[src/rtl/alu_pkg.sv]
// Shared ALU types: opcodes, NZVC flag bundle and branch condition encodings.
package alu_pkg;

    typedef enum logic [2:0] {
        ALU_ADD = 3'd0,
        ALU_SUB = 3'd1,
        ALU_AND = 3'd2,
        ALU_OR  = 3'd3,
        ALU_XOR = 3'd4,
        ALU_SLT = 3'd5,
        ALU_SHL = 3'd6,
        ALU_SHR = 3'd7
    } alu_op_t;

    typedef struct packed {
        logic n;
        logic z;
        logic v;
        logic c;
    } flags_t;

    typedef enum logic [2:0] {
        COND_EQ = 3'd0,
        COND_NE = 3'd1,
        COND_LT = 3'd2,
        COND_GE = 3'd3,
        COND_CS = 3'd4,
        COND_CC = 3'd5,
        COND_MI = 3'd6,
        COND_AL = 3'd7
    } cond_t;

    localparam int FLAGS_W = 4;

endpackage

[src/rtl/alu_skid_buf.sv]
// Two-entry in-order valid/ready buffer; slot p0 is the head, slot p1 the overflow entry.
module alu_skid_buf #(
    parameter int WIDTH = 8
) (
    input  logic             clk,
    input  logic             rst_n,
    input  logic             in_valid,
    output logic             in_ready,
    input  logic [WIDTH-1:0] in_data,
    output logic             out_valid,
    input  logic             out_ready,
    output logic [WIDTH-1:0] out_data
);

    logic [WIDTH-1:0] data_p0, data_p1;
    logic             vld_p0, vld_p1;
    logic             push, pop;

    // ready is a pure function of occupancy so upstream never sees a combinational loop
    assign in_ready  = !vld_p1;
    assign push      = in_valid && in_ready;
    assign pop       = vld_p0 && out_ready;
    assign out_valid = vld_p0;
    assign out_data  = data_p0;

    always_ff @(posedge clk or negedge rst_n) begin
        if (!rst_n) begin
            data_p0 <= '0;
            data_p1 <= '0;
            vld_p0  <= 1'b0;
            vld_p1  <= 1'b0;
        end else begin
            case ({push, pop})
                2'b10: begin
                    if (!vld_p0) begin
                        data_p0 <= in_data;
                        vld_p0  <= 1'b1;
                    end else begin
                        data_p1 <= in_data;
                        vld_p1  <= 1'b1;
                    end
                end
                2'b01: begin
                    data_p0 <= data_p1;
                    vld_p0  <= vld_p1;
                    vld_p1  <= 1'b0;
                end
                // push implies p1 empty, so push+pop simply replaces the head
                2'b11: data_p0 <= in_data;
                default: ;
            endcase
        end
    end

endmodule

[src/rtl/alu_result_stage.sv]
// ALU result stage: skid-buffered result path, architectural NZVC register,
// branch condition evaluation and saturating signed-overflow statistics.
module alu_result_stage
    import alu_pkg::*;
#(
    parameter int DATA_WIDTH    = 4,
    parameter int OVF_CNT_WIDTH = 8
) (
    input  logic                          clk,
    input  logic                          rst_n,
    input  logic                          in_valid,
    output logic                          in_ready,
    input  alu_op_t                       in_op,
    input  logic signed [DATA_WIDTH-1:0]  in_result,
    input  logic                          in_z,
    input  logic                          in_n,
    input  logic                          in_v,
    input  logic                          in_c,
    input  logic                          in_set_flags,
    output logic                          out_valid,
    input  logic                          out_ready,
    output logic signed [DATA_WIDTH-1:0]  out_result,
    output flags_t                        out_flags,
    input  cond_t                         cond_sel,
    output logic                          cond_true,
    output flags_t                        nzvc,
    output logic [OVF_CNT_WIDTH-1:0]      ovf_count,
    output logic                          ovf_sticky,
    input  logic                          clr_sticky
);

    localparam int PW = DATA_WIDTH + FLAGS_W;
    localparam logic [OVF_CNT_WIDTH-1:0] CNT_ONE = {{(OVF_CNT_WIDTH-1){1'b0}}, 1'b1};

    function automatic logic [OVF_CNT_WIDTH-1:0] sat_inc(input logic [OVF_CNT_WIDTH-1:0] cnt);
        return (&cnt) ? cnt : cnt + CNT_ONE;
    endfunction

    logic [PW-1:0] in_payload, out_payload;
    logic          accept, ovf_evt;

    assign in_payload = {in_result, in_n, in_z, in_v, in_c};
    assign accept     = in_valid && in_ready;
    assign ovf_evt    = accept && in_v && (in_op == ALU_ADD || in_op == ALU_SUB);

    alu_skid_buf #(
        .WIDTH(PW)
    ) u_buf (
        .clk      (clk),
        .rst_n    (rst_n),
        .in_valid (in_valid),
        .in_ready (in_ready),
        .in_data  (in_payload),
        .out_valid(out_valid),
        .out_ready(out_ready),
        .out_data (out_payload)
    );

    assign out_result = out_payload[PW-1:FLAGS_W];
    assign out_flags  = out_payload[FLAGS_W-1:0];

    // status register tracks accepted ops, independent of when the consumer pops them
    always_ff @(posedge clk or negedge rst_n) begin
        if (!rst_n) begin
            nzvc <= '0;
        end else if (accept && in_set_flags) begin
            nzvc <= '{n: in_n, z: in_z, v: in_v, c: in_c};
        end
    end

    always_comb begin
        cond_true = 1'b0;
        case (cond_sel)
            COND_EQ: cond_true = nzvc.z;
            COND_NE: cond_true = !nzvc.z;
            COND_LT: cond_true = nzvc.n ^ nzvc.v;
            COND_GE: cond_true = !(nzvc.n ^ nzvc.v);
            COND_CS: cond_true = nzvc.c;
            COND_CC: cond_true = !nzvc.c;
            COND_MI: cond_true = nzvc.n;
            COND_AL: cond_true = 1'b1;
            default: cond_true = 1'b0;
        endcase
    end

    // an overflow in the same cycle as a clear restarts the count at one
    always_ff @(posedge clk or negedge rst_n) begin
        if (!rst_n) begin
            ovf_count  <= '0;
            ovf_sticky <= 1'b0;
        end else if (ovf_evt) begin
            ovf_sticky <= 1'b1;
            ovf_count  <= clr_sticky ? CNT_ONE : sat_inc(ovf_count);
        end else if (clr_sticky) begin
            ovf_sticky <= 1'b0;
            ovf_count  <= '0;
        end
    end

endmodule

[config.mk]
export PLATFORM = sky130hd
export DESIGN_NAME = alu_result_stage
export DESIGN_NICKNAME = d
export VERILOG_FILES = /design/src/rtl/alu_pkg.sv /design/src/rtl/alu_skid_buf.sv /design/src/rtl/alu_result_stage.sv
export SDC_FILE = /design/constraint.sdc
export NUM_CORES = 1
export LEC_CHECK = 0
export BUFFER_PORTS_ARGS = -buffer_cell sky130_fd_sc_hd__buf_2
export CORE_UTILIZATION = 45
export DETAILED_ROUTE_END_ITERATION = 8
export GPL_TIMING_DRIVEN = 0
export HOLD_SLACK_MARGIN = 0.03
export MAX_ROUTING_LAYER = met4
export PLACE_DENSITY_LB_ADDON = 0.2
export SYNTH_ARGS = -nofsm -noshare
export SYNTH_HDL_FRONTEND = slang
export SYNTH_HIERARCHICAL = 1
export SYNTH_SLANG_ARGS = --single-unit
export TNS_END_PERCENT = 100
[constraint.sdc]
create_clock -name clk -period 2.3 [get_ports clk]
set_clock_uncertainty 0.05 [all_clocks]
set_input_delay 0.345 -clock clk [delete_from_list [all_inputs] [get_ports clk]]
set_output_delay 0.345 -clock clk [all_outputs]
set_load 0.05 [all_outputs]
==> impl_results.md <==
- Setup violations, final: 0
- Synth cell types: 37
- Setup CP Type: reg -> out
- Iteration-0 DRC Markers: 49
- Final min period: 2.02 ns
- Ports: 44
- Post-synth ARST share: 100%
- Largest net degree at the start of global routing: 32
- Initial Utilization: 46.9%
- Post-DP HPWL: between 2000 and 2500 um
- Cells after Synth: approximately 130
- CTS sink cnt: 31
- Clock power frac: 11.9%
- Critical Path Stages: 5
- P_leak: 0.000920 uW
- Critical Path AT: 1.63 ns
- Worst hold-check path type: in -> reg
- Final period utilization: 87.9%
- CTS tree: yes
- Area Overhead vs Synth: 20.4%
- Fmax: 494 MHz
- Clk slew on worst S/H paths: roughly 0.09 ns
- Switching pwr: 1070 uW
- Startpoint Class: flop
- Main synth FF type: dfrtp_1
- DRC viols: 0
- Switching Share: 45.7%
- Crit-path slowest cell: dfrtp_1
- Final WS setup: 0.277 ns
- RSZ-0062 raised after global routing: false
- Status: finished, final reports clean
- Pwr Total: 2330 uW
- Setup TNS: 0 ns
- CP endpoint kind: output pin
- Clk_lat worst skew: 0.33 ns
- Clock Tree Buf Depth: 2
- Post-synth EDFFs: 0
- Crit path buf inv count: 1
- Part of the power in combinational logic: 50.7%
- Pre-CTS setup slack: ~0.53 ns
- Count of pins over their slew limit: 0
- Share of post-route cells with drive strength above 1: between 40% and 50%
- Max-cap violations: 0
- Root buf cell: clkbuf_4
- Chip Width: 61 um
- CP delay by family, top: compound AO/OA/AOI/OAI gates
- Ant diodes: 0
- Total global routing overflow: 0
- Worst Path Max Fanout: 4
- Remaining antenna violation count: 0
- Final Util: 56.5%
- Post-CTS setup buffer count: 0
- Post-CTS sizing: 0
- Synthesized net count: 152
- Synthesized area: about 1600 um2
- Synth Warn #: 6
- # nets final: 202
- Reg2Reg Depth: 6
- Yosys reg bits: 31
- First-pass GRT wire length: 4920 um
- Post-synthesis sequential area ratio: 49.5%
- CP max stage delay: 0.42 ns
- Vias in the first global route: 1,132
- Post-Syn Area per Cell: 12.2 um2
- GRT Overall Usage: 19.5%
- # rows: 21
- Critical Path RT: 1.90 ns
- Vias: 1,180
- Pint: 1270 uW
- Die Ht: 61 um
- Worst-margin pin slew: 0.678 ns
- Worst Hold Depth: 2
- Final Hold Viols: 0
- Vias per cell: about 5.3
- GPL Wtd Cong: 0.809
- TritonCTS Buffers: 5
- DIE AREA: 3720 um2
- Share of power burned in registers: 37.4%
- Cts hold-fix bufs: 1
- Iteration count of the initial detailed-routing pass: 4
- Routed WL: between 3000 and 4000 um
- Maximum vdd ir drop: 0.496 mV
- Wire per inst: 13.9 um
- P per Cell Area: 1240 nW/um2
- Slew HR: between 50% and 60%
- Crit-path cells: xnor2_1, nand3b_1, o211ai_1, a221o_1, buf_2
- Port Buf Inserts: 42
- Core Footprint: about 3300 um2
- Initial antenna violation count: 0
- H-tree depth: 2
per-layer routing:
metal / vias to the layer above / routed length [um] / global-route usage [%]
met1: 571 / 1380 / 22.0
met3: 5 / 167 / 4.69
li1: 566 / - / -
met2: 38 / 1490 / 31.7
met4: 0 / 51 / 10.7
met5: - / 0 / -
power groups by stage:
stage,Sequential [uW],Combinational (uW),Clock [uW]
after floorplan,1280,519,0
after global placement,865,1170,0
after detailed placement,885,1190,0
after CTS,874,1190,292
after global routing,901,1260,308
final,872,1180,278
cells in the final DEF, fill, tap and decap left out, drive strengths merged, types with 3 or more instances in the layout:
cell type  instances
a21oi              5
buf               44
nor3               3
dfrtp             31
nor2               5
clkbuf             6
mux2              29
nand2              6
nand3              4
ha                 4
o21ai              3
inv                6
worst register-to-register path: stages, from the launching register on:
cell     delay, ns
dfrtp_1       0.40
nand2_1       0.11
inv_1         0.09
ha_1          0.14
buf_2         0.24
mux2_2        0.37
mux2_2        0.26
cell families after synthesis:
family | count (synthesis) | share of synthesized area, %
AND/OR/NAND/NOR | 34 | 13.6
multiplexers | 31 | 22.1
flip-flops | 31 | 49.5
AO/OA/AOI/OAI | 18 | 8.39
buffers and inverters | 8 | 2.08
adder cells (fa/ha/maj) | 4 | 3.20
XOR/XNOR | 2 | 1.12
flip-flops by register name, summed over array words and instances (netlist names):
register         cells
u_buf/out_data       8
u_buf/vld_p1         1
ovf_sticky           1
nzvc                 4
u_buf/data_p1        8
ovf_count            8
u_buf/out_valid      1
synthesized netlist by cell type (3+ instances only):
| cell | count | area, um2 |
|---|---|---|
| o21ai_0 | 3 | 15.0 |
| inv_1 | 4 | 15.0 |
| ha_1 | 4 | 50.1 |
| a21oi_1 | 5 | 25.0 |
| nand3_1 | 4 | 20.0 |
| nor3_1 | 3 | 15.0 |
| nor2_1 | 5 | 18.8 |
| mux2_2 | 29 | 327 |
| dfrtp_1 | 31 | 776 |
| nand2_1 | 5 | 18.8 |
layout make-up:
cell class                 count  area [um2]
buffer                         2        10.0
tap                           46        57.6
timing repair buffer          43         220
fill                         321        1450
multi-input combinational     89         758
inverter                       6        22.5
sequential                    31         776
clock buffer                   6        41.3
metrics by stage:
| step | std cells | hold WS (ns) | cell area [um2] |
|---|---|---|---|
| after floorplan | 128 | -0.000591 | 1570 |
| after detailed placement | 216 | 0.379 | 1830 |
| after CTS | 223 | 0.200 | 1890 |
| after global placement | 216 | 0.375 | 1830 |
| final | 223 | 0.215 | 1890 |
| after global routing | 223 | 0.208 | 1890 |
worst paths after layout:
kind | from | to | slack [ns]
worst max-delay path | nzvc[3] | cond_true | 0.28
worst min-delay path | in_result[1] | u_buf/data_p1[5] | 0.21
worst max register to register | u_buf/out_valid | u_buf/out_data[2] | 0.53
worst min register to register | u_buf/data_p1[1] | u_buf/data_p1[1] | 0.46
max in group asynchronous | rst_n | u_buf/data_p1[6] | 1.23
min in group asynchronous | rst_n | ovf_count[1] | 0.53
No activity file was read; power rests on OpenSTA's default activity.
